===== config.mk =====
export PLATFORM = sky130hd
export DESIGN_NAME = lab06_frame_driver
export DESIGN_NICKNAME = d
export VERILOG_FILES = /design/src/rtl/lab06_frame_driver.sv
export SDC_FILE = /design/constraint.sdc
export NUM_CORES = 1
export LEC_CHECK = 0
export ABC_CLOCK_PERIOD_IN_PS = 2300
export BUFFER_PORTS_ARGS = -buffer_cell sky130_fd_sc_hd__clkbuf_2
export CORE_MARGIN = 2
export CORE_UTILIZATION = 50
export CTS_BUF_LIST = sky130_fd_sc_hd__clkbuf_8
export DETAILED_ROUTE_END_ITERATION = 12
export GPL_TIMING_DRIVEN = 0
export PLACE_DENSITY = 0.77
export SLEW_MARGIN = 20
export SYNTH_ARGS = -nofsm -noshare
export SYNTH_HDL_FRONTEND = slang
export SYNTH_SLANG_ARGS = --single-unit
export TNS_END_PERCENT = 30

===== constraint.sdc =====
create_clock -name clk -period 2.3 [get_ports clk]
set_clock_uncertainty 0.15 [all_clocks]
set_input_delay 0.46 -clock clk [delete_from_list [all_inputs] [get_ports clk]]
set_output_delay 0.46 -clock clk [all_outputs]
set_load 0.05 [all_outputs]

===== src/rtl/lab06_frame_driver.sv =====
// Frame initiator for the lab06 number-stream core: plays a latched nibble frame,
// waits for the single result beat and keeps pass/fail/timeout self-test statistics.
//
// state  | meaning
// IDLE   | waiting for start
// SEND   | one nibble beat per cycle toward the core
// WAIT   | waiting for the result beat, wait counter running
// REPORT | done pulse, statistics already updated
module lab06_frame_driver #(
    parameter int FRAME_LEN = 4,
    parameter int TIMEOUT   = 16
) (
    input  logic                     clk,
    input  logic                     rst_n,
    input  logic                     start,
    input  logic [4*FRAME_LEN-1:0]   frame_data,
    input  logic [1:0]               frame_mode,
    input  logic signed [5:0]        exp_result,
    output logic                     busy,
    output logic                     in_valid,
    output logic [3:0]               in_number,
    output logic [1:0]               mode,
    input  logic                     out_valid,
    input  logic signed [5:0]        out_result,
    output logic                     done,
    output logic                     pass,
    output logic                     timeout,
    output logic signed [5:0]        got_result,
    output logic [7:0]               pass_cnt,
    output logic [7:0]               fail_cnt
);

    typedef enum logic [1:0] {IDLE, SEND, WAIT, REPORT} state_t;

    state_t                   state_q, state_d;
    logic [3:0]               beat_q, beat_d;
    logic [7:0]               wait_q, wait_d;
    logic [4*FRAME_LEN-1:0]   shift_q, shift_d;
    logic signed [5:0]        exp_q, exp_d;

    logic                     busy_d, in_valid_d, done_d, pass_d, timeout_d;
    logic [3:0]               in_number_d;
    logic [1:0]               mode_d;
    logic signed [5:0]        got_d;
    logic [7:0]               pass_cnt_d, fail_cnt_d;

    always_comb begin
        state_d     = state_q;
        beat_d      = beat_q;
        wait_d      = wait_q;
        shift_d     = shift_q;
        exp_d       = exp_q;
        busy_d      = busy;
        in_valid_d  = 1'b0;
        in_number_d = 4'd0;
        mode_d      = 2'd0;
        done_d      = 1'b0;
        pass_d      = pass;
        timeout_d   = timeout;
        got_d       = got_result;
        pass_cnt_d  = pass_cnt;
        fail_cnt_d  = fail_cnt;

        case (state_q)
            IDLE: begin
                busy_d = 1'b0;
                if (start) begin
                    state_d     = SEND;
                    beat_d      = 4'd0;
                    busy_d      = 1'b1;
                    in_valid_d  = 1'b1;
                    in_number_d = frame_data[3:0];
                    mode_d      = frame_mode;
                    shift_d     = frame_data >> 4;
                    exp_d       = exp_result;
                    pass_d      = 1'b0;
                    timeout_d   = 1'b0;
                    got_d       = 6'sd0;
                end
            end
            SEND: begin
                // Outputs always show the beat of the current cycle, so the next
                // nibble is fetched from the shift register one edge ahead.
                if (beat_q == 4'(FRAME_LEN - 1)) begin
                    state_d = WAIT;
                    wait_d  = 8'd0;
                end else begin
                    beat_d      = beat_q + 4'd1;
                    in_valid_d  = 1'b1;
                    in_number_d = shift_q[3:0];
                    shift_d     = shift_q >> 4;
                end
            end
            WAIT: begin
                if (out_valid) begin
                    state_d   = REPORT;
                    done_d    = 1'b1;
                    got_d     = out_result;
                    pass_d    = (out_result == exp_q);
                    timeout_d = 1'b0;
                    if (out_result == exp_q) begin
                        if (pass_cnt != 8'hFF) pass_cnt_d = pass_cnt + 8'd1;
                    end else begin
                        if (fail_cnt != 8'hFF) fail_cnt_d = fail_cnt + 8'd1;
                    end
                end else if (wait_q + 8'd1 == 8'(TIMEOUT)) begin
                    state_d   = REPORT;
                    done_d    = 1'b1;
                    got_d     = 6'sd0;
                    pass_d    = 1'b0;
                    timeout_d = 1'b1;
                    if (fail_cnt != 8'hFF) fail_cnt_d = fail_cnt + 8'd1;
                end else begin
                    wait_d = wait_q + 8'd1;
                end
            end
            REPORT: begin
                state_d = IDLE;
                busy_d  = 1'b0;
            end
            default: begin
                state_d = IDLE;
                busy_d  = 1'b0;
            end
        endcase
    end

    always_ff @(posedge clk) begin
        if (!rst_n) begin
            state_q    <= IDLE;
            beat_q     <= 4'd0;
            wait_q     <= 8'd0;
            shift_q    <= '0;
            exp_q      <= 6'sd0;
            busy       <= 1'b0;
            in_valid   <= 1'b0;
            in_number  <= 4'd0;
            mode       <= 2'd0;
            done       <= 1'b0;
            pass       <= 1'b0;
            timeout    <= 1'b0;
            got_result <= 6'sd0;
            pass_cnt   <= 8'd0;
            fail_cnt   <= 8'd0;
        end else begin
            state_q    <= state_d;
            beat_q     <= beat_d;
            wait_q     <= wait_d;
            shift_q    <= shift_d;
            exp_q      <= exp_d;
            busy       <= busy_d;
            in_valid   <= in_valid_d;
            in_number  <= in_number_d;
            mode       <= mode_d;
            done       <= done_d;
            pass       <= pass_d;
            timeout    <= timeout_d;
            got_result <= got_d;
            pass_cnt   <= pass_cnt_d;
            fail_cnt   <= fail_cnt_d;
        end
    end

endmodule


Yosys cells after proc, flatten, opt, wreduce, memory -nomap -nowiden:

Index checks and enable logic that the tools add are counted.

* logic and storage cells: 88
* memory bits (read-only): 0
* output and inout bits: 33
* latch bits: 0
* bits in registers: 69
* RAM bits: 0
* input bits: 34
* memories: 0

* $add $sub $neg: 4
* eq/ne operators: 15
* divide/modulo/power cells: 0
* $lt $le $gt $ge: 0
* multipliers: 0
* bitwise operators: 0
* shift operators: 0
* mux-type cells: 39
* reductions and logical operators: 15

Operators by type and width (number)
* 8-bit two-way mux: 7
* 16-bit two-way mux: 2
* 16-bit case mux with 2 select lines: 1
* 8-bit by 1-bit adder with 8-bit output, second input constant: 3
* 6-bit two-way mux: 3
* 4-bit two-way mux: 4
* 8-bit != test, second input constant: 2
* 4-bit case mux with 2 select lines: 2
* 8-bit case mux with 2 select lines: 1
* 3-bit AND reduction: 5
* 2-bit != test, second input constant: 6
* 6-bit case mux with 2 select lines: 1
* 2-bit nonzero test: 5
* 1-bit two-way mux: 9
* 8-bit by 5-bit == test with 1-bit output, second input constant: 1
* 2-bit two-way mux: 4
* 1-bit case mux with 2 select lines: 4
* 2-bit case mux with 4 select lines: 1
* 4-bit AND reduction: 2
* 6-bit == test: 1
* 4-bit by 1-bit adder with 4-bit output, second input constant: 1
* 2-bit == test, second input constant: 2
* 4-bit by 2-bit == test with 1-bit output, second input constant: 1
* 2-bit AND reduction: 2
* 3 further kinds: 3

Longest topological paths before layout:

Gate-level depths: netlist of the first run.

* depth in word-level cells: 5
* mapped depth: 9
* depth with buffers taken out: 7

Least setup slack after synthesis of the first run:

OpenSTA, ideal clock, no wires.

* path kind: flip-flop to flip-flop
* from: register pass_cnt[0]
* to: register pass_cnt[7]
* arrival: 2098 ps
* library setup time: 70 ps
* data required time: 2080 ps
* path slack: -19 ps
* path buffers: 1
* period minus slack after synthesis: 2319 ps
* cell stages (with the launch flop): 8
* cells stage by stage: dfxtp_1 -> ha_1 -> inv_1 -> nor3_1 -> or4_1 -> buf_2 -> or4_1 -> a21oi_1

* word-level cells in the longest chain between the ends: 2
* elaborated cells between the ends (all ways): 3
* classes of those cells: add/sub (1); eq/ne (1); reduce/logical (1)

RTL lines
* from (decl): line 29 `output logic [7:0] pass_cnt,`
* from (signal assigned): line 159 `pass_cnt <= pass_cnt_d;`
* branches (longest 2 deep; another with 8-bit by 1-bit adder with 8-bit output)

Parallel ways; which one is timed is not known.
A chain may end at the register's enable or synchronous reset.

Worst setup path after layout of the first run:

* from: register exp_q[5]
* to: register pass_cnt[7]

* word-level cells in the longest chain between the ends: 2

RTL lines
* from (decl): line 39 `logic signed [5:0] exp_q, exp_d;`
* from (signal assigned): line 150 `exp_q <= exp_d;`
* 6-bit == test: line 101 `if (out_result == exp_q) begin`
* 4-bit AND reduction (no line)

Every way passes these cells.

==> reports/metrics.yaml, run 1 <==
outcome: "complete, but fails checks"
violations: "setup timing"
clock_sinks: 65
arrival_ns: 2.45
routed_via_density: 5.64
ant_nets: 0
synth.distinct_cells: 40
drc: 0
grt_pass1_wl_um: 11500
core_area_mm2: 0.00585
synth_cells: 356
yosysMostFrequentCell: "dfxtp_1"
grt_max_degree: 12
holdPathStages: 3
synthXorXnorAreaFrac: 0.0263
path_common_cell: "or4_1"
synth_top_area_frac: 0.434
dr.pass1.iters: 4
avgSynthCellArea_um2: 8.41
clock_latency_ns: 0.36
fin_setup_tns_ns: -0.0116
tightest_slew_ns: 0.671
cp_data_required_time_ns: 2.43
cp-start-kind: "flop"
rr_startpoint: "exp_q[5]"
synthArstFlopShare: 0
powerDensity_mw_per_mm2: 867
cts_tree: "yes"
antenna_found_initial: 0
portBuffers: 66
vias: 2898
max_stage_delay_ns: 0.51
rows: 28
syn-cell-area_mm2: 0.00300
yosys_warnings: 0
cts_hold_buffers: 0
synth_flop_cell: "dfxtp_1"
htreeDepth: 3
rsz0062_at_grt: "true"
drive_above_1_share: 0.248
io_pins: 67
combPwrFrac: 0.284
die_h_um: 81.4
gr-total-overflow: 0
ff2ff_path_depth: 6
syn_nets: 398
synth_edf_count: 0
synth_compound_area_frac: 0.174
drv_slew: 0
p_leak_nw: 1.46
synth_fa_ha_area_frac: 0.0334
grt_use_total: 0.228
hp-start: "exp_result[1]"
p_int_mw: 2.10
p_switching_mw: 1.14
path_cells: "xnor2_1, nand3_2, or4_1, buf_4, or4_1, a21oi_1"
crit_fanout: 10
power_frac_seq: 0.414
cts.clk_slew.worst_paths_ns: 0.08
seq_area_frac_synth: 0.434
synth_mux_area_frac: 0.0501
hold_end: "exp_q[1]"
critical_path_class: "reg2reg"
ys_top_cells_by_area: "dfxtp_1 (43%), a21oi_1 (6.2%), nand2_1 (5.1%), mux2i_1 (5.0%), nor2_1 (4.1%)"
routabilityCongestion: 0.819
die_area_mm2: 0.00663
clock_power_share: 0.301
end_kind: "flop"
synth-simple-area-share: 0.251
hold_path.class: "in2reg"
drt_iter0_markers: 176
diodes: 0
ys_ff_latch: 65
fin_nets: 476
post-route-period-util: 1.01
report.power.total_mw: 3.23
hold_viol: 0
die_width_um: 81.4
rr_endpoint: "pass_cnt[7]"
wire_per_inst_um: 14.3
vdd_drop_max_mv: 0.567
layout_min_cycle_time_ns: 2.31
start_util: 0.512
crit_slowest_cell: "or4_1"
grt_pass1_vias: 2497
routed_wl_um: 7340
utilization: 0.638
yosys.area.top_type: "dfxtp_1"
synthTopCellsByCount: "dfxtp_1 (65), nand2_1 (41), a21oi_1 (37)"
cts-root-buf: "clkbuf_8"
fmax_mhz: 433
synth_top_family_by_area: "simple AND/OR/NAND/NOR gates"
switching_share: 0.352
clockBufferDepth: 2
cts_buffers: 9
worst_slack_ns: -0.0116
r2r_slack_ns: -0.01
maxCapViolCount: 0
area_growth_pct: 24.5
post-dp-hpwl_um: 5130
setup_viol_count_final: 1
max-slew-margin-rel: 0.553
-- layout make-up --
cell class / instances / area, um^2
multi-input combinational: 267 / 1690
buffer: 17 / 77.6
inverter: 7 / 26.3
clock inverter: 6 / 58.8
sequential: 65 / 1310
clock buffer: 10 / 138
timing repair buffer: 67 / 338
tap: 75 / 93.8
fill: 483 / 2120
-- per-layer routing --
| metal | up-vias | global-route usage | routed length, um |
|---|---|---|---|
| met5 | - | 0 | 0 |
| met4 | 0 | 0.0814 | 100 |
| met3 | 11 | 0.0678 | 440 |
| met2 | 84 | 0.364 | 3490 |
| met1 | 1362 | 0.290 | 3310 |
| li1 | 1441 | - | - |
-- worst max-delay path, delay by kind of cell, from the launching register on --
| family | cells | cell delay (ns) |
|---|---|---|
| compound gates | 1 | 0.15 |
| xor+xnor | 1 | 0.26 |
| buf+inv | 1 | 0.18 |
| flops | 1 | 0.34 |
| simple gates | 3 | 1.16 |
-- worst max-delay path by stage --
stage,from,end,slack (ns),cells after the start
after global placement,beat_q[0],wait_q[3],-0.20,7
after global routing,exp_q[5],pass_cnt[7],-0.11,6
final,exp_q[5],pass_cnt[7],-0.01,6
after detailed placement,beat_q[0],wait_q[5],-0.24,7
after CTS,state_q[0],pass_cnt[7],-0.04,7
after floorplan,pass_cnt[1],pass_cnt[7],0.008,7
-- placed cells by master, fill, tap and decap left out, types with 4 or more instances in the layout --
cell type	synthesis	final
nor2_1	33	33
dfxtp_1	65	60
nand4_1	9	9
or4_1	6	6
clkbuf_2	0	67
o31ai_1	8	8
dfxtp_2	0	5
nor3_1	4	4
o21ai_0	16	16
nand3_1	14	13
nand2_1	41	41
mux2i_1	15	14
inv_1	6	5
a211oi_1	11	10
nand2b_1	9	9
xnor2_2	0	5
a21oi_1	37	36
nor4_1	4	4
ha_1	8	6
clkbuf_8	0	10
a22oi_1	8	8
clkbuf_1	14	10
and3_1	8	8
-- power groups by stage --
stage / clock network, mW / logic [mW] / registers, mW
final: 0.974 / 0.920 / 1.34
after global routing: 1.03 / 1.02 / 1.35
after CTS: 0.988 / 0.874 / 1.33
after detailed placement: 0 / 0.866 / 1.35
after global placement: 0 / 0.852 / 1.35
after floorplan: 0 / 0.542 / 1.44
-- sequential cells by signal, indices dropped and copies added (netlist names) --
register	flops
state_q	2
pass_cnt	8
wait_q	8
done	1
beat_q	4
timeout	1
shift_q	12
in_number	4
got_result	6
exp_q	6
pass	1
in_valid	1
fail_cnt	8
mode	2
busy	1
-- logic make-up (layout without fill, tap and decap cells) --
family | Yosys count | after routing
AOI/OAI and AO/OA | 87 | 87
xor gates and xnor gates | 9 | 9
adders and majority gates | 8 | 8
buffers and inverters | 24 | 107
DFF | 65 | 65
muxes | 15 | 15
and+or+nand+nor | 148 | 148
-- per-stage QoR --
stage | worst slack [ns] | std cells | area (um^2) | hold WS (ns)
after detailed placement | -0.243 | 497 | 3420 | 0.318
final | -0.0116 | 514 | 3730 | 0.167
after global placement | -0.202 | 497 | 3420 | 0.310
after global routing | -0.113 | 514 | 3730 | 0.176
after CTS | -0.0418 | 513 | 3630 | 0.169
after floorplan | 0.00831 | 356 | 3000 | 0.299
-- timing repair --
action	in CTS	in global routing
setup buffers	0	1
setup endpoints to repair	9	24
resized for setup	4	31
pin swaps	0	4
endpoints found under the hold margin	0	0
No activity file was read; power rests on OpenSTA's default activity.
==> run 2, diff against run 1 <==
--- a/config.mk
+++ b/config.mk
@@ -8,11 +8,11 @@
 export ABC_CLOCK_PERIOD_IN_PS = 2300
 export BUFFER_PORTS_ARGS = -buffer_cell sky130_fd_sc_hd__clkbuf_2
 export CORE_MARGIN = 2
-export CORE_UTILIZATION = 50
+export CORE_UTILIZATION = 40
 export CTS_BUF_LIST = sky130_fd_sc_hd__clkbuf_8
 export DETAILED_ROUTE_END_ITERATION = 12
 export GPL_TIMING_DRIVEN = 0
-export PLACE_DENSITY = 0.77
+export PLACE_DENSITY = 0.63
 export SLEW_MARGIN = 20
 export SYNTH_ARGS = -nofsm -noshare
 export SYNTH_HDL_FRONTEND = slang
==> run 2 against run 1 <==
  * Combinational power rose by 2%
  * Via count fell by 1.4%
  * Fmax rose by 3.2%
  * Critical path depth did not move
  * Setup slack improved by 0.073 ns
  * Worst hold slack improved by 0.014 ns
  * Cell count rose by 4.7%
  * Sequential share of layout area fell by 0.65 points
  * The flow now finishes without violations
  * Global-route usage fell by 3.6 points
  * Core utilization fell by 11 points
  * Clock power rose by 14%
  * Highest routed layer unchanged
  * Final area rose by 2.2%
==> reports/metrics.yaml, run 2 (synthesis gave the netlist of run 1 again) <==
outcome: "complete, no violations"  # was complete, but fails checks
place_ws_ns: -0.288  # was -0.243 ns
end_kind: "flop"  # unchanged
antenna_found_initial: 0  # unchanged
crit_slowest_cell: "or4_4"  # was or4_1
final_cell_mix: "clkbuf_2 (68), dfxtp_1 (57), nand2_1 (41), a21oi_1 (36), nor2_1 (33)"  # was clkbuf_2 (67), dfxtp_1 (60), nand2_1 (41), a21oi_1 (36), nor2_1 (33)
area_growth_pct: 27.2  # was 24.5%
layout_min_cycle_time_ns: 2.24  # was 2.31 ns
max_stage_delay_ns: 0.58  # was 0.51 ns
critical_path_class: "reg2reg"  # unchanged
fin_nets: 477  # was 476
clockBufferDepth: 2  # unchanged
cp-start-kind: "flop"  # unchanged
crit_fanout: 6  # was 10
core_area_mm2: 0.00725  # was 0.00585 mm^2
vias: 2858  # was 2898
dr.pass1.iters: 4  # unchanged
die_h_um: 90.5  # was 81.4 um
post-route-period-util: 0.973  # was 1.01
grt_use_total: 0.192  # was 0.228
cts-root-buf: "clkbuf_8"  # unchanged
hold_viol: 0  # unchanged
arrival_ns: 2.37  # was 2.45 ns
cts.clk_slew.worst_paths_ns: 0.07  # was 0.08 ns
drc: 0  # unchanged
die_area_mm2: 0.00820  # was 0.00663 mm^2
cts_buffers: 9  # unchanged
start_util: 0.413  # was 0.512
cts_tree: "yes"  # unchanged
cp_data_required_time_ns: 2.43  # about the same
largest_register: "shift_q"  # unchanged
io_pins: 67  # unchanged
largest_reg_flops: 12  # unchanged
portBuffers: 66  # unchanged
vdd_drop_max_mv: 0.540  # was 0.567 mV
die_width_um: 90.5  # was 81.4 um
report.power.total_mw: 3.39  # was 3.23 mW
setup_viol_count_final: 0  # was 1
ant_nets: 0  # unchanged
grt_max_degree: 11  # was 12
max-slew-margin-rel: 0.513  # was 0.553
hold_path.class: "in2reg"  # unchanged
diodes: 0  # unchanged
grt_pass1_wl_um: 12700  # was 11500 um
final_area_mm2: 0.00381  # was 0.00373 mm^2
drt_iter0_markers: 117  # was 176
gr-total-overflow: 0  # unchanged
final_common_cell: "clkbuf_2"  # unchanged
place_area_mm2: 0.00345  # was 0.00342 mm^2
clock_latency_ns: 0.34  # was 0.36 ns
rows: 31  # was 28
p_leak_nw: 1.48  # was 1.46 nW
tightest_slew_ns: 0.730  # was 0.671 ns
routed_wl_um: 7910  # was 7340 um
drv_slew: 0  # unchanged
worst_slack_ns: 0.0610  # was -0.0116 ns
post-dp-hpwl_um: 5600  # was 5130 um
rsz0062_at_grt: "true"  # unchanged
grt_pass1_vias: 2717  # was 2497
routed_via_density: 5.31  # was 5.64
utilization: 0.525  # was 0.638
wire_per_inst_um: 14.7  # was 14.3 um
clock_sinks: 65  # unchanged
drive_above_1_share: 0.260  # was 0.248
powerDensity_mw_per_mm2: 890  # was 867 mW/mm^2
maxCapViolCount: 0  # unchanged
fmax_mhz: 447  # was 433 MHz
routabilityCongestion: 0.774  # was 0.819
htreeDepth: 3  # unchanged
path_cells: "xnor2_2, nand4_1, or4_4, buf_6, or4_1, a21oi_2"  # was xnor2_1, nand3_2, or4_1, buf_4, or4_1, a21oi_1
## run 2: metal layers
| metal | GRT usage | routed length, um |
|---|---|---|
| met1 | 0.234 | 3570 |
| met4 | 0.0423 | 51 |
| met2 | 0.329 | 3880 |
| met3 | 0.0634 | 407 |
| met5 | 0 | 0 |
## run 2: cell type report
| class | instances | area [um^2] |
|---|---|---|
| clock buffers | 12 | 165 |
| fillers | 729 | 3440 |
| plain buffers | 16 | 71.3 |
| multi-input cells | 267 | 1700 |
| well taps | 99 | 124 |
| clock inverters | 3 | 63.8 |
| flip-flops and latches | 65 | 1310 |
| repair buffers | 69 | 353 |
| inverters | 7 | 26.3 |
## run 2: metrics by stage
stage                     hold WS (ns)  setup TNS (ns)  cells
after CTS                        0.169          -0.159    535
after floorplan                  0.299               0    356
after detailed placement         0.319           -2.05    521
after global placement           0.311           -1.67    521
final                            0.181               0    538
after global routing             0.160         -0.0527    538
## run 2: path summary, 6_finish.rpt
kind,slack [ns],to,startpoint,cells past startpoint
worst max-delay path,0.06,pass_cnt[5],exp_q[1],6
worst min-delay path,0.18,exp_q[0],exp_result[0],3
worst max register to register,0.06,pass_cnt[5],exp_q[1],6
worst min register to register,0.32,beat_q[1],beat_q[1],2
## run 2: what timing repair did
action / CTS / global route
gates resized for setup: 5 / 28
setup buffers: 0 / 3
pin swaps: 0 / 8
cloned: 0 / 0
hold buffers: 0 / 0
setup endpoints to repair: 11 / 23
hold endpoints to repair: 0 / 0
## run 2: worst max-delay path: cells and delay by family, from the launching register on
family	cells	cell delay, ns
DFF	1	0.36
and+or+nand+nor	3	1.29
xor gates and xnor gates	1	0.12
buffers and inverters	1	0.14
AOI/OAI and AO/OA	1	0.12
## run 2: power breakdown
group	internal, mW	switching [mW]
Combinational	0.325	0.615
Sequential	1.26	0.0846
Clock	0.690	0.420
